[src/rtl/alu2bit_top_core.sv]
// alu2bit_top_core: 2-bit ALU (add, sub, and, or) driven from buttons and
// switches, with a registered result on LEDS.
// Optional input synchronizers are enabled by defining ALU2BIT_INPUT_SYNC_EN;
// SYNC_STAGES sets their depth and has no effect when the macro is undefined.
// The design has no FSM and no handshake: it is a pure datapath with one
// result register, updated every CLK rising edge.
module alu2bit_top_core #(
   parameter int SYNC_STAGES = 2
) (
   input  logic       CLK,
   input  logic       RESET,
   input  logic [3:0] BUTTONS,
   input  logic [1:0] SWITCHES,
   output logic [1:0] LEDS
);

   // Operand/select values as seen by the ALU (synchronized or direct).
   logic [3:0] btn_alu;
   logic [1:0] sw_alu;

`ifdef ALU2BIT_INPUT_SYNC_EN
   logic [3:0] btn_sync_d [SYNC_STAGES];
   logic [3:0] btn_sync_q [SYNC_STAGES];
   logic [1:0] sw_sync_d  [SYNC_STAGES];
   logic [1:0] sw_sync_q  [SYNC_STAGES];

   // Next value of each synchronizer stage: stage 0 samples the pins,
   // later stages shift the previous stage along.
   always_comb begin
      btn_sync_d[0] = BUTTONS;
      sw_sync_d[0]  = SWITCHES;
      for (int i = 1; i < SYNC_STAGES; i++) begin
         btn_sync_d[i] = btn_sync_q[i-1];
         sw_sync_d[i]  = sw_sync_q[i-1];
      end
   end

   // Synchronizer flops; every stage clears on reset so no stale operand
   // survives it.
   always_ff @(posedge CLK) begin
      for (int i = 0; i < SYNC_STAGES; i++) begin
         if (RESET) begin
            btn_sync_q[i] <= '0;
            sw_sync_q[i]  <= '0;
         end else begin
            btn_sync_q[i] <= btn_sync_d[i];
            sw_sync_q[i]  <= sw_sync_d[i];
         end
      end
   end

   assign btn_alu = btn_sync_q[SYNC_STAGES-1];
   assign sw_alu  = sw_sync_q[SYNC_STAGES-1];
`else
   // Depth parameter is intentionally unused without synchronizers.
   logic [31:0] unused_sync_stages;
   assign unused_sync_stages = 32'(SYNC_STAGES);

   assign btn_alu = BUTTONS;
   assign sw_alu  = SWITCHES;
`endif

   logic [1:0] leds_d;
   logic [1:0] leds_q;
   logic [1:0] op_a;
   logic [1:0] op_b;

   assign op_a = btn_alu[3:2];
   assign op_b = btn_alu[1:0];

   // ALU: 2-bit add/sub wrap modulo 4 (carry/borrow dropped), bitwise and/or.
   always_comb begin
      leds_d = 2'b00;
      case (sw_alu)
         2'b00:   leds_d = op_a + op_b;
         2'b01:   leds_d = op_a - op_b;
         2'b10:   leds_d = op_a & op_b;
         2'b11:   leds_d = op_a | op_b;
         default: leds_d = 2'b00;
      endcase
   end

   // Result register: the only driver of LEDS, so LEDS moves only on edges.
   always_ff @(posedge CLK) begin
      if (RESET) begin
         leds_q <= 2'b00;
      end else begin
         leds_q <= leds_d;
      end
   end

   assign LEDS = leds_q;

endmodule

[config.mk]
export PLATFORM = sky130hd
export DESIGN_NAME = alu2bit_top_core
export DESIGN_NICKNAME = d
export VERILOG_FILES = /design/src/rtl/alu2bit_top_core.sv
export SDC_FILE = /design/constraint.sdc
export NUM_CORES = 1
export LEC_CHECK = 0
export BUFFER_PORTS_ARGS = -buffer_cell sky130_fd_sc_hd__buf_4
export CELL_PAD_IN_SITES_DETAIL_PLACEMENT = 1
export CELL_PAD_IN_SITES_GLOBAL_PLACEMENT = 2
export CORE_AREA = 5 5 42 44
export DETAILED_ROUTE_END_ITERATION = 7
export DIE_AREA = 0 0 47 49
export GPL_ROUTABILITY_DRIVEN = 0
export PLACE_DENSITY = 0.49
export SYNTH_ARGS = -nofsm -noshare
export SYNTH_HDL_FRONTEND = slang
export SYNTH_SLANG_ARGS = --single-unit
[constraint.sdc]
create_clock -name CLK -period 2.11 [get_ports CLK]
set_input_delay 0.211 -clock CLK [delete_from_list [all_inputs] [get_ports CLK]]
set_output_delay 0.211 -clock CLK [all_outputs]
set_load 0.01 [all_outputs]
## Word level (Yosys, flattened, before mapping)

Cells that the tools add are included.

| word-level totals | value |
|---|---|
| flip-flop bits (word level) | 2 |
| input port bits | 8 |
| output and inout port bits | 2 |
| logic and storage cells | 10 |

| operators by class | value |
|---|---|
| add/sub/neg operators | 2 |
| equality and inequality tests | 3 |
| mux-type cells | 1 |
| bitwise logic cells | 2 |
| reductions and logical operators | 1 |

Operators with widths:

| cell | number |
|---|---|
| $pmux 2 s4 | 1 |
| $eq 2x2->1 const B | 2 |
| $add 2x2->2 | 1 |
| $and 2x2->2 | 1 |
| $eq 2x1->1 const B | 1 |
| $logic_not 2->1 | 1 |
| $or 2x2->2 | 1 |
| $sub 2x2->2 | 1 |

## Logic depth before layout (Yosys ltp)

| logic depth | value |
|---|---|
| depth after elaboration | 2 |
| gate-level depth with buffers | 6 |
| depth with buffers taken out | 6 |

## Worst setup path before layout

Ideal clock, no wire load.

| timing path | value |
|---|---|
| path kind | input to register |
| start | input BUTTONS[2] |
| end | register leds_q[1], in the netlist LEDS[1] |
| arrival | 1.158 ns |
| data required time | 2.015 ns |
| slack | 0.857 ns |
| stages on the path | 6 |
| path buffers | 0 |
| cell sequence | inv_1 ha_1 xor2_1 a21o_1 a32o_1 a221oi_1 |

| between the ends | value |
|---|---|
| word-level cells in the longest chain between the ends | 2 |
| elaborated cells between the ends (all ways) | 3 |
| those cells by class | add/sub: 2; mux: 1 |

Ends and longest elaborated chain:

| element | RTL line | source |
|---|---|---|
| start: declaration | 12 | `input logic [3:0] BUTTONS,` |
| $sub 2x2->2 / $add 2x2->2 (equally long branches) | 76, 75 |  |
| $pmux 2 s4 (*) | 74 | `case (sw_alu)` |
| end signal: assignment | 88 | `leds_q <= leds_d;` |
| end: declaration | 64 | `logic [1:0] leds_q;` |

Mark *: on every way between the ends. The rest lies on a longest branch, timed or not.
A chain may end at the register's enable or synchronous reset.

## Worst setup path in the final report

| timing path | value |
|---|---|
| start | input BUTTONS[0] |
| end | register leds_q[1], in the netlist LEDS[1] |

The elaborated chain is that of the path after synthesis.

==> impl_results.md <==
* Synthesized area at 193 sq um
* Wire per inst at 9.57 microns
* P per Cell Area at 566 nW/um^2
* Row cnt at 14
* Synthesized area per cell at 7.71 sq um
* Final setup fails at 0
* Hold Vio Cnt, Final at 0
* Worst path buffer plus inverter count at 1
* Post-DP Area at 280 sq um
* Number of global-route vias before repair at 206
* Max Fclk at 806 MHz
* Max reg flops at 2
* Count of input and output buffers at 9
* Synthesis-to-finish area growth at 57.1%
* H-tree levels at 1
* GRT Total Usage at 0.0527
* Final Max Tran Viols at 0
* CTS Hold Buffers Added at 0
* WHS at 0.156 ns
* Seq/Total Area, Yosys at 0.208
* Dpl cells at 50
* Layout Cells excl Fill at 53
* Post_cts resized at 0
* Final instance area at 303 sq um
* CORE AREA at 1400 sq um
* Slew @ Worst Pin at 0.250 ns
* Die H at 49 microns
* Residual DRC at 0
* CTS buffer count at 3
* Worst path slowest cell: ha_1
* Total number of vias at 204
* Final WL at 507 microns
* DP HPWL at 431 microns
* Max FO, Critical Path at 6
* N_diodes at 0
* CP Launch Type: input port
* Headroom to the max-slew limit at 0.831
* Count of different cell masters after synthesis at 15
* TritonCTS sink count at 2
* Crit path cell chain: buf_4, ha_1, xor2_1, a21o_1, a32o_1, a221oi_1
* 1st-iter DRT viols at 3
* DRT Pass-1 Iters at 2
* Unrepaired setup endpoints after global routing: no
* Routed Antenna Nets at 0
* Crit path DAT at 1.36 ns
* # IOs at 10
* Clk slew on worst S/H paths at 0.03 ns
* First-pass GRT wire length at 807 microns
* Leak at 0.000149 uW
* Die Area at 2300 sq um
* Largest net degree at the start of global routing at 7
* Worst IR drop on VDD at 0.120 mV
* Crit path required time at 2.23 ns
* Syn. warnings at 0
* CP peak stage delay at 0.24 ns
* Commonest non-fill, non-tap cell in the layout: buf_4
* Post CTS Setup Buffer Count at 0
* Fraction of layout cells with a size suffix above 1 at 0.324
* Post-Synthesis Cells at 25
* Worst Setup End Kind: flip-flop
* Setup slack after layout at 0.869 ns
* Initial Util at 0.138
* Hold WC Path Type: in -> reg
* Layout net count at 50
* Sum Neg Setup Slack at 0 ns
* Minimum clock period at 1.24 ns
* Syn_nets at 36
* Total grt overflow at 0
* Period utilization at 0.588
* Vias per std cell at 3.85
* DP Worst Slack at 0.629 ns
* CTS tree: done
* CTS root buf: clkbuf_4
* Initial antenna violation count at 0
* Flops & latches, synth at 2
* Crit Path Class: in -> reg
* Top delay family on crit path: compound AO/OA/AOI/OAI gates
* Die W at 47 microns
* CTS Buffer Depth at 2
* Fillers at 182
* Status: finished clean
* Max Cap Viol at 0
==> final cells by class <==
type / instances / area (sq um) / area share
Timing Repair Buffer: 9 / 67.6 / 0.223
Multi-Input combinational cell: 20 / 141 / 0.467
Inverter: 3 / 11.3 / 0.0372
Clock buffer: 3 / 22.5 / 0.0744
Tap cell: 16 / 20.0 / 0.0661
Sequential cell: 2 / 40.0 / 0.132
==> report_power, final <==
part	internal (uW)	switching (uW)	leakage, uW
registers	41.6	0.916	0.0000167
logic	23.8	20.8	0.000119
clock network	62.7	21.6	0.0000138
total	128	43.3	0.000149
==> per-stage QoR <==
stage / utilization / total power (uW)
final: 0.216 / 171
after CTS: 0.216 / 178
after global placement: 0.200 / 87.6
after floorplan: - / 64.3
after detailed placement: 0.200 / 88.1
after global routing: 0.216 / 183
==> logic make-up (layout without fill, tap and decap cells) <==
| family | Yosys count | count (layout) | synth area share |
|---|---|---|---|
| buffers and inverters | 3 | 15 | 0.0584 |
| and+or+nand+nor | 6 | 6 | 0.130 |
| xor gates and xnor gates | 2 | 2 | 0.0909 |
| DFF | 2 | 2 | 0.208 |
| adders and majority gates | 3 | 3 | 0.195 |
| AOI/OAI and AO/OA | 9 | 9 | 0.318 |
==> synth_stat cells <==
library cell	instances	area (sq um)
a21oi_1	3	15.0
ha_1	3	37.5
inv_1	3	11.3
nor2_1	3	11.3
dfxtp_1	2	40.0
nand2_1	2	7.51
a211oi_1	1	7.51
a21o_1	1	7.51
a221oi_1	1	8.76
a32o_1	1	10.0
o21ai_0	1	5.00
o31ai_1	1	7.51
or2_0	1	6.26
xnor2_1	1	8.76
xor2_1	1	8.76
==> worst paths after layout <==
path,startpoint,end,slack [ns],cells past startpoint
worst min-delay path,RESET,LEDS[0],0.16,2
worst max-delay path,BUTTONS[0],LEDS[1],0.87,6
==> routing by layer <==
metal	global-route usage	wire length (microns)	vias to the layer above
met4	0.0691	0	0
li1	-	-	112
met2	0.0566	235	7
met3	0.0221	43	0
met5	0	0	-
met1	0.0635	229	85
(Power assumes the default switching activity.)
